<file path="src/rtl/pc_alu_exec.sv">
// ---------------------------------------------------------------------------
// pc_alu_exec
// Execution core of the 8-bit single-cycle CPU. It holds the 32-bit program
// counter with its PC+4 incrementer and branch-target adder, and the 8-bit
// ALU with its operand-B path. Operand B can be a register value, the two's
// complement of that register value, or an immediate. The ZERO flag is used
// inside this block to decide whether a branch is taken.
//
// Ports
//   CLK        in   1   clock; PC updates on the rising edge
//   RESET      in   1   synchronous, active-high; PC <= 0
//   STALL      in   1   memory busy-wait; holds PC
//   JUMP       in   1   unconditional PC-relative jump
//   BRANCH     in   1   branch when ZERO
//   OFFSET     in   8   signed word offset for jump/branch
//   OPERAND1   in   8   ALU operand A
//   OPERAND2   in   8   register operand B
//   IMMEDIATE  in   8   immediate operand
//   NEG_SEL    in   1   use two's complement of OPERAND2
//   IMM_SEL    in   1   use IMMEDIATE as operand B (overrides NEG_SEL)
//   ALUOP      in   3   000 fwd, 001 add, 010 and, 011 or, others give 0
//   PC         out  32  current program counter
//   PC_INC     out  32  PC + 4
//   ALURESULT  out  8   ALU result (also the data-memory address)
//   ZERO       out  1   ALURESULT == 0
//
// Build option
//   PC_ALU_UNIT_DELAY_EN  when defined, adds the lab timing-model delays
//                         (negation #1, fwd/and/or #1, add #2, PC_INC #1,
//                         target #2, PC register #1 after the edge). These
//                         delays are for simulation only. Leave the macro
//                         undefined for synthesis. Results are the same
//                         either way.
// ---------------------------------------------------------------------------
module pc_alu_exec (
   input  logic        CLK,
   input  logic        RESET,
   input  logic        STALL,
   input  logic        JUMP,
   input  logic        BRANCH,
   input  logic [7:0]  OFFSET,
   input  logic [7:0]  OPERAND1,
   input  logic [7:0]  OPERAND2,
   input  logic [7:0]  IMMEDIATE,
   input  logic        NEG_SEL,
   input  logic        IMM_SEL,
   input  logic [2:0]  ALUOP,
   output logic [31:0] PC,
   output logic [31:0] PC_INC,
   output logic [7:0]  ALURESULT,
   output logic        ZERO
);

   localparam logic [2:0] OP_FWD = 3'b000;
   localparam logic [2:0] OP_ADD = 3'b001;
   localparam logic [2:0] OP_AND = 3'b010;
   localparam logic [2:0] OP_OR  = 3'b011;

   logic [7:0]  neg_operand;
   logic [7:0]  operand_b;
   logic [7:0]  fwd_result;
   logic [7:0]  add_result;
   logic [7:0]  and_result;
   logic [7:0]  or_result;
   logic [31:0] offset_bytes;
   logic [31:0] target;
   logic        take_target;
   logic [31:0] next_pc;

   // The word offset is sign-extended and then scaled to bytes (x4).
   assign offset_bytes = {{22{OFFSET[7]}}, OFFSET, 2'b00};

`ifdef PC_ALU_UNIT_DELAY_EN
   assign #1 neg_operand = ~OPERAND2 + 8'd1;
   assign #1 fwd_result  = operand_b;
   assign #2 add_result  = OPERAND1 + operand_b;
   assign #1 and_result  = OPERAND1 & operand_b;
   assign #1 or_result   = OPERAND1 | operand_b;
   assign #1 PC_INC      = PC + 32'd4;
   assign #2 target      = PC_INC + offset_bytes;
`else
   // 8'h80 negates to itself and 8'h00 negates to 8'h00, as two's
   // complement does.
   assign neg_operand = ~OPERAND2 + 8'd1;
   assign fwd_result  = operand_b;
   assign add_result  = OPERAND1 + operand_b;
   assign and_result  = OPERAND1 & operand_b;
   assign or_result   = OPERAND1 | operand_b;
   assign PC_INC      = PC + 32'd4;
   assign target      = PC_INC + offset_bytes;
`endif

   // The immediate has priority over negation. Subtraction is ADD with
   // NEG_SEL set.
   always_comb begin
      operand_b = OPERAND2;
      if (IMM_SEL)
         operand_b = IMMEDIATE;
      else if (NEG_SEL)
         operand_b = neg_operand;
   end

   always_comb begin
      ALURESULT = 8'h00;
      case (ALUOP)
         OP_FWD:  ALURESULT = fwd_result;
         OP_ADD:  ALURESULT = add_result;
         OP_AND:  ALURESULT = and_result;
         OP_OR:   ALURESULT = or_result;
         default: ALURESULT = 8'h00;
      endcase
   end

   assign ZERO = (ALURESULT == 8'h00);

   // When JUMP is high the target is taken whatever ZERO says.
   assign take_target = JUMP | (BRANCH & ZERO);
   assign next_pc     = take_target ? target : PC_INC;

   // RESET has priority over STALL, and STALL has priority over the PC update.
   always_ff @(posedge CLK) begin
`ifdef PC_ALU_UNIT_DELAY_EN
      if (RESET)
         PC <= #1 32'd0;
      else if (!STALL)
         PC <= #1 next_pc;
`else
      if (RESET)
         PC <= 32'd0;
      else if (!STALL)
         PC <= next_pc;
`endif
   end

endmodule

</file>
<file path="config.mk">
export PLATFORM = sky130hd
export DESIGN_NAME = pc_alu_exec
export DESIGN_NICKNAME = d
export VERILOG_FILES = /design/src/rtl/pc_alu_exec.sv
export SDC_FILE = /design/constraint.sdc
export NUM_CORES = 1
export LEC_CHECK = 0
export ABC_CLOCK_PERIOD_IN_PS = 5000
export CAP_MARGIN = 20
export CELL_PAD_IN_SITES_DETAIL_PLACEMENT = 1
export CELL_PAD_IN_SITES_GLOBAL_PLACEMENT = 1
export CORE_ASPECT_RATIO = 0.5
export CORE_MARGIN = 2
export CORE_UTILIZATION = 36
export DETAILED_ROUTE_END_ITERATION = 12
export MAX_ROUTING_LAYER = met4
export PLACE_DENSITY = 0.94
export REMOVE_ABC_BUFFERS = 1
export SLEW_MARGIN = 5
export SYNTH_ARGS = -nofsm -noshare
export SYNTH_HDL_FRONTEND = slang
export SYNTH_SLANG_ARGS = --single-unit
</file>
<file path="constraint.sdc">
create_clock -name CLK -period 5 [get_ports CLK]
set_clock_uncertainty 0.2 [all_clocks]
set_input_delay 1 -clock CLK [delete_from_list [all_inputs] [get_ports CLK]]
set_output_delay 1 -clock CLK [all_outputs]
set_load 0.05 [all_outputs]
</file>
# [Word-level counts from Yosys, hierarchy flattened]
# Index checks and enable logic that the tools add are counted.
[word_totals] wordCells=19 input_bits=42 out_inout_bits=73 regBits=32
[op_classes] bitwise=5 n_mux=4 reduce_logical=2 eq_ne=3 addsub=4
[op_table] op="adder 32 x 3 -> 32 bit, second input constant" n=1
[op_table] op="adder 32 bit" n=1
[op_table] op="two-way mux 32 bit" n=1
[op_table] op="one-hot mux 8 bit (4 select lines)" n=1
[op_table] op="two-way mux 8 bit" n=2
[op_table] op="adder 8 x 1 -> 8 bit, second input constant" n=1
[op_table] op="adder 8 bit" n=1
[op_table] op="AND 8 bit" n=1
[op_table] op="logical NOT 8 bit" n=1
[op_table] op="NOT 8 bit" n=1
[op_table] op="OR 8 bit" n=1
[op_table] op="equality test 3 x 2 -> 1 bit, second input constant" n=2
[op_table] op="equality test 3 x 1 -> 1 bit, second input constant" n=1
[op_table] op="logical NOT 3 bit" n=1
[op_table] op="AND 1 bit" n=1
[op_table] op="OR 1 bit" n=1

# [Logic depth before layout (Yosys ltp)]
# Gate-level depths: netlist of run 1.
[depth] depth_word=10 depth_mapped=20 depth_no_buf=19

# [Worst setup path before layout of run 1]
# Ideal clock, no wire load.
[synth_timing] path_kind="in2reg" startpoint="in IMM_SEL" endpoint="reg PC[31]" path_buffers=2 path_stages=16 required_ns=4.732 arrival_time_ns=5.419 setup_time_ns=0.068 slack_ns=-0.686 cell_sequence="clkbuf_1 clkbuf_1 nand2_1 o21ai_0 inv_1 ha_1 a211oi_1 o21ai_0 a2111oi_0 or4_1 nand4_1 nor4_4 a21oi_2 or4_1 a21o_1 a21oi_2"
[synth_via] elab_chain_cells=7 word_cells_on_any_way=9 classes_between="add/sub: 1; mux: 3; bitwise: 4; reduce/logical: 1"
[synth_rtl] item="start, declared" line="46" source="input logic IMM_SEL,"
[synth_rtl] item="two-way mux 8 bit (*)" line="97" source="if (IMM_SEL)"
[synth_rtl] item="adder 8 bit, or another cell as far along" line="86" source="assign add_result = OPERAND1 + operand_b;"
[synth_rtl] item="one-hot mux 8 bit (4 select lines) (*)" line="105" source="case (ALUOP)"
[synth_rtl] item="net ALURESULT[7]" line="50" source="output logic [7:0] ALURESULT,"
[synth_rtl] item="logical NOT 8 bit (*)" line="114" source="assign ZERO = (ALURESULT == 8'h00);"
[synth_rtl] item="net ZERO" line="51" source="output logic ZERO"
[synth_rtl] item="AND 1 bit (*)" line="117" source="assign take_target = JUMP | (BRANCH & ZERO);"
[synth_rtl] item="OR 1 bit (*)" line="117"
[synth_rtl] item="two-way mux 32 bit (*)" line="118" source="assign next_pc = take_target ? target : PC_INC;"
[synth_rtl] item="end signal, assigned" line="131" source="PC <= next_pc;"
[synth_rtl] item="end, declared" line="48" source="output logic [31:0] PC,"
# Mark *: on every way through the listed nets, which the timed path passes. The rest lies on a longest branch.
# A chain may end at the register's enable or synchronous reset.

# [Final worst setup path of run 1]
[layout_timing] startpoint="in IMMEDIATE[1]" endpoint="reg PC[4]"
[layout_via] elab_chain_cells=7 word_cells_on_any_way=9 classes_between="add/sub: 1; mux: 3; bitwise: 4; reduce/logical: 1"
[layout_rtl] item="start, declared" line="44" source="input logic [7:0] IMMEDIATE,"
[layout_rtl] item="two-way mux 8 bit (*)" line="97"
[layout_rtl] item="adder 8 bit, or another cell as far along" line="86"
[layout_rtl] item="one-hot mux 8 bit (4 select lines) (*)" line="105"
[layout_rtl] item="logical NOT 8 bit (*)" line="114"
[layout_rtl] item="AND 1 bit (*)" line="117"
[layout_rtl] item="OR 1 bit (*)" line="117"
[layout_rtl] item="two-way mux 32 bit (*)" line="118"
# Every way passes the cells marked *; elsewhere a longest branch is shown, timed or not.

==> summary.md, run 1 <==
| Metric | Value |
|---|---|
| Worst path most repeated cell | `buf_4` |
| Max incr delay on CP | `0.56 ns` |
| Hold Crit Class | `register to register` |
| Critical path data arrival time | `5.24 ns` |
| Crit-path slowest cell | `or4b_4` |
| TritonCTS Buffers | `5` |
| Row Count | `28` |
| CP endpoint | `PC[4]` |
| Synth Area in Simple Gates | `20.8%` |
| Worst-path cell chain | `clkdlybuf4s50_1 > nand2_1 > o21ai_2 > inv_1 > ha_1 > a21o_1 > a211oi_2 > nor3_1 > a221o_1 > or4b_4 > nor4_4 > buf_4 > buf_4 > a21oi_4 > buf_12 > clkbuf_16 > o21ai_0 > o211ai_1 > a21oi_1` |
| Fin nets | `844` |
| Cell count of the worst reg-to-reg path | `16` |
| Synth unique cells | `60` |
| Antenna-violating nets left | `0` |
| Die Wd | `159 um` |
| Pleak | `3.11 nW` |
| Most common cell after layout, fill and taps aside | `clkdlybuf4s50_1` |
| Commonest non-fill, non-tap cells in the layout | `clkdlybuf4s50_1, buf_4, nor2_1` |
| # hold bufs at CTS | `0` |
| Core Region | `11,800 um^2` |
| Syn-to-layout area delta | `58.8%` |
| Gate Count Post-Synth | `579` |
| Worst slew pin tran | `1.03 ns` |
| CP Class | `primary input to register` |
| Cell Area, Synth | `4320 um^2` |
| Metal2 WL | `11.2 mm` |
| Multiplexer area fraction after synthesis | `4.78%` |
| Complex-gate fraction of the synthesized area | `27.5%` |
| Power, Total | `1.73 mW` |
| Syn avg cell area | `7.46 um^2` |
| Ys flop type | `dfxtp_1` |
| Crit. End Element | `register` |
| Failing checks | `negative setup slack` |
| I/O Buffers | `110` |
| Number of global-route vias before repair | `5,764` |
| Register bit total from synthesis | `30` |
| CTS sink cnt | `30` |
| VDD IR max | `0.146 mV` |
| RR Endpoint | `PC[30]` |
| First-pass GRT wire length | `30.4 mm` |
| Die height | `81.4 um` |
| Via count | `5,814` |
| Initial Util | `36.7%` |
| Post-layout min period | `5.25 ns` |
| Top reg by flops | `PC` |
| EDFF count, synth | `0` |
| Startpoint class of the critical path | `primary input` |
| Slew Limit Fails | `0` |
| Largest family of logic cells by synthesized area | `compound AO/OA/AOI/OAI gates` |
| Max reg flops | `30` |
| Pre-CTS setup slack | `-0.784 ns` |
| Post-DP HPWL | `13.0 mm` |
| Synth async-reset ratio | `0%` |
| Fin crit share | `105%` |
| GRT overflow | `0` |
| Detailed Routing Iterations Pass 1 | `5` |
| CP startpoint | `IMMEDIATE[1]` |
| Share of layout cells above drive strength 1 | `24.1%` |
| Initial antenna violation count | `0` |
| Max frequency | `0.190 GHz` |
| Clk pin slew, worst setup/hold paths | `0.06 ns` |
| Reg-to-Reg Start | `PC[11]` |
| Final Hold Viols | `0` |
| Critical Path RT | `4.99 ns` |
| Avg Vias per Cell | `6.34` |
| Pwr Density | `252 nW/um^2` |
| # DRC | `0` |
| Status | `finished, violations left` |
| Die area | `12,900 um^2` |
| Synthesized-area fraction occupied by adder cells | `14.6%` |
| Max Root-Sink Buffers | `2` |
| Initial drt markers | `404` |
| Largest net degree at the start of global routing | `44` |
| # fillers | `1,375` |
| Insertion delay to the later sink of the worst-skew pair | `0.29 ns` |
| Rel. slew slack | `31.2%` |
| Top layer in use | `met4` |
| Util after Layout | `58.2%` |
| Final setup viols | `12` |
| Final WS setup | `-0.252 ns` |
| Biggest regs | `PC (30)` |
| Yosys warns | `0` |
| CTS tree | `built` |
| Total wire length | `23.2 mm` |
| RD Place Congestion | `0.894` |
| Met3 WL | `1.86 mm` |
| Overall routing resource usage | `30.5%` |
| # IOs | `115` |
| Crit-path max FO | `11` |
| Diodes inserted | `0` |
| Sequential-to-total area share from yosys stat | `13.9%` |
| DR WL/cell | `25.3 um` |
| R2r setup slk | `-0.14 ns` |
| RSZ-0062 raised after global routing | `yes` |
| H-Tree Depth | `2` |
| Wl on met1 | `8.81 mm` |
| CTS root buf | `clkbuf_16` |
| XOR/XNOR Fraction of Synth Area | `12.0%` |
| Number of max-cap violations | `0` |
==> worst max-delay path: cells and delay by family <==
kind / cells / cell delay (ns)
buf+inv: 6 / 1.24
compound gates: 8 / 1.64
simple gates: 4 / 1.01
fa+ha+maj: 1 / 0.32
==> what timing repair did <==
item / in CTS / in global routing
cloned: 0 / 5
endpoints found under the setup margin: 36 / 31
resized for setup: 72 / 60
pin swaps: 19 / 21
setup buffers: 8 / 13
hold endpoints to repair: 0 / 0
==> how the worst min path moves through the flow <==
stage	start	end	slack (ns)	cells past startpoint
2_1_floorplan	PC[3]	PC[3]	0.51	2
3_3_place_gp	PC[3]	PC[3]	0.31	2
3_5_place_dp	PC[3]	PC[3]	0.31	2
4_1_cts	PC[31]	PC[31]	0.36	2
5_1_grt	PC[23]	PC[23]	0.38	1
6_report	PC[22]	PC[22]	0.36	2
==> synth_stat cells, drive strengths merged, types with 4 or more instances <==
| cell | number | share of area [%] |
|---|---|---|
| or3 | 6 | 0.87 |
| o211a | 10 | 2.3 |
| nor2b | 8 | 1.2 |
| inv | 38 | 3.3 |
| a211oi | 15 | 2.6 |
| nand2 | 41 | 3.6 |
| a211o | 4 | 0.81 |
| nand3 | 16 | 1.9 |
| o21ai | 34 | 3.9 |
| a21o | 24 | 4.2 |
| clkbuf | 20 | 1.7 |
| nor2 | 51 | 4.4 |
| a2bb2oi | 5 | 1.0 |
| a31oi | 5 | 0.72 |
| xnor2 | 32 | 6.5 |
| buf | 9 | 1.3 |
| a21oi | 45 | 5.4 |
| o21bai | 5 | 0.87 |
| and2 | 5 | 0.72 |
| dfxtp | 30 | 14 |
| xor2 | 27 | 5.5 |
| and3 | 11 | 1.6 |
| nor3 | 13 | 1.5 |
| ha | 47 | 14 |
| nand2b | 9 | 1.3 |
| mux2i | 15 | 3.5 |
| nand4 | 5 | 0.72 |
==> per-layer routing <==
metal | up-vias | track usage [%]
met5 | - | -
met4 | 0 | 17.7
met3 | 132 | 4.55
met2 | 404 | 56.7
met1 | 2846 | 32.1
li1 | 2432 | -
==> report_power, final <==
group          leakage, nW  switching (mW)  internal (mW)  total [mW]
registers            0.248          0.0426          0.263       0.305
clock network       0.0688           0.128          0.193       0.321
logic                 2.79           0.656          0.447        1.10
total                 3.11           0.827          0.903        1.73
==> area by class of cell <==
type / instances / area (um^2) / area share, %
Multi-Input combinational cell: 485 / 3880 / 56.7
Timing Repair Buffer: 193 / 1880 / 27.4
Sequential cell: 30 / 601 / 8.76
Tap cell: 165 / 206 / 3.01
Inverter: 38 / 148 / 2.15
Clock buffer: 6 / 139 / 2.03
==> through the flow <==
stage	setup TNS, ns	instance area [um^2]	hold slack, ns	cells
global route	-3.93	6860	0.380	917
CTS	-0.0777	6440	0.357	899
floorplan	-41.13	4200	0.505	553
detailed placement	-20.10	6020	0.315	886
global placement	-10.49	6020	0.310	886
finish	-0.836	6860	0.356	917
==> logic make-up after synthesis <==
logic type,after synthesis
flip-flops,30
multiplexers,19
adder cells (fa/ha/maj),49
other,1
buffers and inverters,67
XOR/XNOR,59
AO/OA/AOI/OAI,175
AND/OR/NAND/NOR,179
Power figures use the tool's default switching activity.
==> inputs of run 2 (changes only) <==
- CTS_BUF_LIST: default -> sky130_fd_sc_hd__clkbuf_4
==> run 2 against run 1 <==
Effect of this change: the run still ends with negative setup slack left; register-to-register slack improved by 0.42 ns; global-route usage fell by 2.5 points; via count fell by 11%; clock power fell by 55%; power fell by 16%; first-iteration DRC count fell by 47%; clock-buffer cell count fell by 1; critical path depth fell by 7; worst hold slack got worse by 0.019 ns; critical path type is now primary input to output pin; critical endpoint is now ZERO.
==> summary.md, run 2 (synthesis gave the netlist of run 1 again) <==
| Metric | Value |
|---|---|
| Pint | `726 uW` |
| Slew Limit Fails | `0` |
| # IOs | `115` |
| Hold path cells | `2` |
| Avg Vias per Cell | `5.72` |
| RSZ-0062 raised after global routing | `yes` |
| Clk pin slew, worst setup/hold paths | `0.11 ns` |
| Clock share of power | `10.0%` |
| Die Wd | `159 um` |
| # fillers | `1,421` |
| Row Count | `28` |
| Final setup viols | `4` |
| Fin cells | `902` |
| Crit-path max FO | `2` |
| Buf/Inv on CP | `3` |
| Top delay family on crit path | `simple AND/OR/NAND/NOR gates` |
| Share of layout cells above drive strength 1 | `20.9%` |
| DR WL/cell | `20.1 um` |
| Max reg flops | `30` |
| Pleak | `2.93 nW` |
| Max incr delay on CP | `0.56 ns` |
| Pwr Density | `224 nW/um^2` |
| Combinational power share | `69.2%` |
| Critical Path RT | `3.80 ns` |
| CTS sink cnt | `30` |
| Detailed Routing Iterations Pass 1 | `4` |
| Biggest regs | `PC (30)` |
| Failing checks | `negative setup slack` |
| Crit. End Element | `output pin` |
| Initial Util | `36.7%` |
| Final Hold Viols | `0` |
| Largest net degree at the start of global routing | `44` |
| Number of global-route vias before repair | `5,557` |
| Number of max-cap violations | `0` |
| TritonCTS Buffers | `5` |
| Hold path startpoint | `PC[3]` |
| Max frequency | `0.188 GHz` |
| Insertion delay to the later sink of the worst-skew pair | `0.35 ns` |
| Hold endpoint | `PC[3]` |
| Multi-input combinational cell area | `3790 um^2` |
| Overall routing resource usage | `28.0%` |
| Post-layout min period | `5.33 ns` |
| Switching portion of total power | `49.9%` |
| Commonest non-fill, non-tap cells in the layout | `clkdlybuf4s50_1, buf_4, nor2_1` |
| CTS root buf | `clkbuf_4` |
| CTS tree | `built` |
| Cell count of the worst reg-to-reg path | `16` |
| Crit-path slowest cell | `or4b_4` |
| H-Tree Depth | `2` |
| # DRC | `0` |
| Fin nets | `829` |
| Initial drt markers | `213` |
| Max Root-Sink Buffers | `2` |
| Rel. slew slack | `37.9%` |
| Critical path data arrival time | `4.13 ns` |
| Worst-path cell chain | `clkdlybuf4s50_1 > nand2_1 > o21ai_2 > inv_1 > ha_1 > a21o_1 > a211oi_2 > nor3_1 > a221o_1 > or4b_4 > nor4_4 > buf_12` |
| Hold slack | `0.337 ns` |
| Critical Path Stages | `12` |
| GRT overflow | `0` |
| Sw Pwr | `723 uW` |
| Status | `finished, violations left` |
| CP Class | `primary input to output pin` |
| Die area | `12,900 um^2` |
| Final WS setup | `-0.330 ns` |
| Total wire length | `18.2 mm` |
| Via count | `5,157` |
| Fin crit share | `107%` |
| Reg-to-Reg Start | `PC[11]` |
| RR Endpoint | `PC[30]` |
| Antenna-violating nets left | `0` |
| I/O Buffers | `110` |
| RD Place Congestion | `0.894` |
| Hold Crit Class | `register to register` |
| First-pass GRT wire length | `28.4 mm` |
| Post-DP HPWL | `13.0 mm` |
| Initial antenna violation count | `0` |
| Syn-to-layout area delta | `50.0%` |
| Diodes inserted | `0` |
| R2r setup slk | `0.28 ns` |
| FF+latch area | `602 um^2` |
| Die height | `81.4 um` |
| Startpoint class of the critical path | `primary input` |
| Worst slew pin tran | `0.931 ns` |
| VDD IR max | `0.0952 mV` |
| Most common cell after layout, fill and taps aside | `clkdlybuf4s50_1` |
| Inst Count DP | `886` |
| Core Region | `11,800 um^2` |
| Reg power frac | `20.8%` |
| Top reg by flops | `PC` |
-- run 2: cell count changes in the layout (fill, tap and decap cells not counted), moves of 3 or more --
cell | before | now
o21ai_0 | 20 | 23
a211oi_2 | 6 | 3
clkbuf_4 | 0 | 5
buf_6 | 6 | 2
clkbuf_16 | 8 | 0
buf_4 | 73 | 68
o21ai_1 | 7 | 3
a211oi_1 | 9 | 12
-- run 2: layout make-up --
cell class / count / area share, %
flip-flops and latches: 30 / 9.29
clock buffers: 5 / 0.580
clock inverters: 1 / 0.0580
inverters: 38 / 2.28
well taps: 165 / 3.19
multi-input cells: 485 / 58.6
repair buffers: 178 / 26.0
-- run 2: stage by stage --
stage | power, mW | utilization (%) | setup TNS (ns) | cell area, um^2 | worst slack (ns)
after global routing | 1.53 | 55.0 | -0.734 | 6480 | -0.371
after floorplan | 0.868 | - | -41.13 | 4200 | -1.47
final | 1.45 | 55.0 | -0.475 | 6480 | -0.330
after detailed placement | 1.22 | 51.2 | -20.10 | 6020 | -0.784
after global placement | 1.18 | 51.2 | -10.49 | 6020 | -0.533
after CTS | 1.41 | 53.9 | -0.0777 | 6340 | -0.0777
-- run 2: worst max path at each step --
stage                     slack [ns]    startpoint     end
final                          -0.33  IMMEDIATE[1]    ZERO
after global routing           -0.37  IMMEDIATE[1]    ZERO
after CTS                      -0.08   OPERAND2[1]    ZERO
after detailed placement       -0.78   OPERAND2[1]    ZERO
after global placement         -0.53   OPERAND2[0]    ZERO
after floorplan                -1.47   OPERAND2[0]  PC[30]
-- run 2: power by group through the flow --
stage | clock (mW) | sequential [mW] | combinational, mW
after floorplan | 0 | 0.376 | 0.492
final | 0.145 | 0.302 | 1.00
after CTS | 0.148 | 0.299 | 0.962
after global placement | 0 | 0.303 | 0.877
after global routing | 0.160 | 0.305 | 1.06
after detailed placement | 0 | 0.304 | 0.916
-- run 2: routing by layer --
layer | track usage (%) | wire length, um | share of wire [%] | vias to the layer above
li1 | - | - | - | 2399
met1 | 29.3 | 7290 | 40 | 2531
met2 | 55.1 | 9440 | 52 | 175
met3 | 3.08 | 790 | 4.3 | 52
met4 | 12.6 | 658 | 3.6 | 0
met5 | - | 0 | 0 | -
-- run 2: tightest hold or removal path: stages (launching register included) --
cell	delay (ns)
dfxtp_1	0.36
nand2_1	0.08
a21oi_1	0.06
-- run 2: repair_timing --
item | in CTS | in global routing
endpoints found under the setup margin | 36 | 25
hold buffers | 0 | 0
pin swaps | 19 | 11
setup buffers | 8 | 4
gates resized for setup | 72 | 37
==> inputs of run 3 (changes only) <==
- ABC_AREA: default -> 0
- CTS_CLUSTER_SIZE: default -> 28
==> results of run 3 <==
The final DEF is identical to that of run 2; final timing and power are the same.
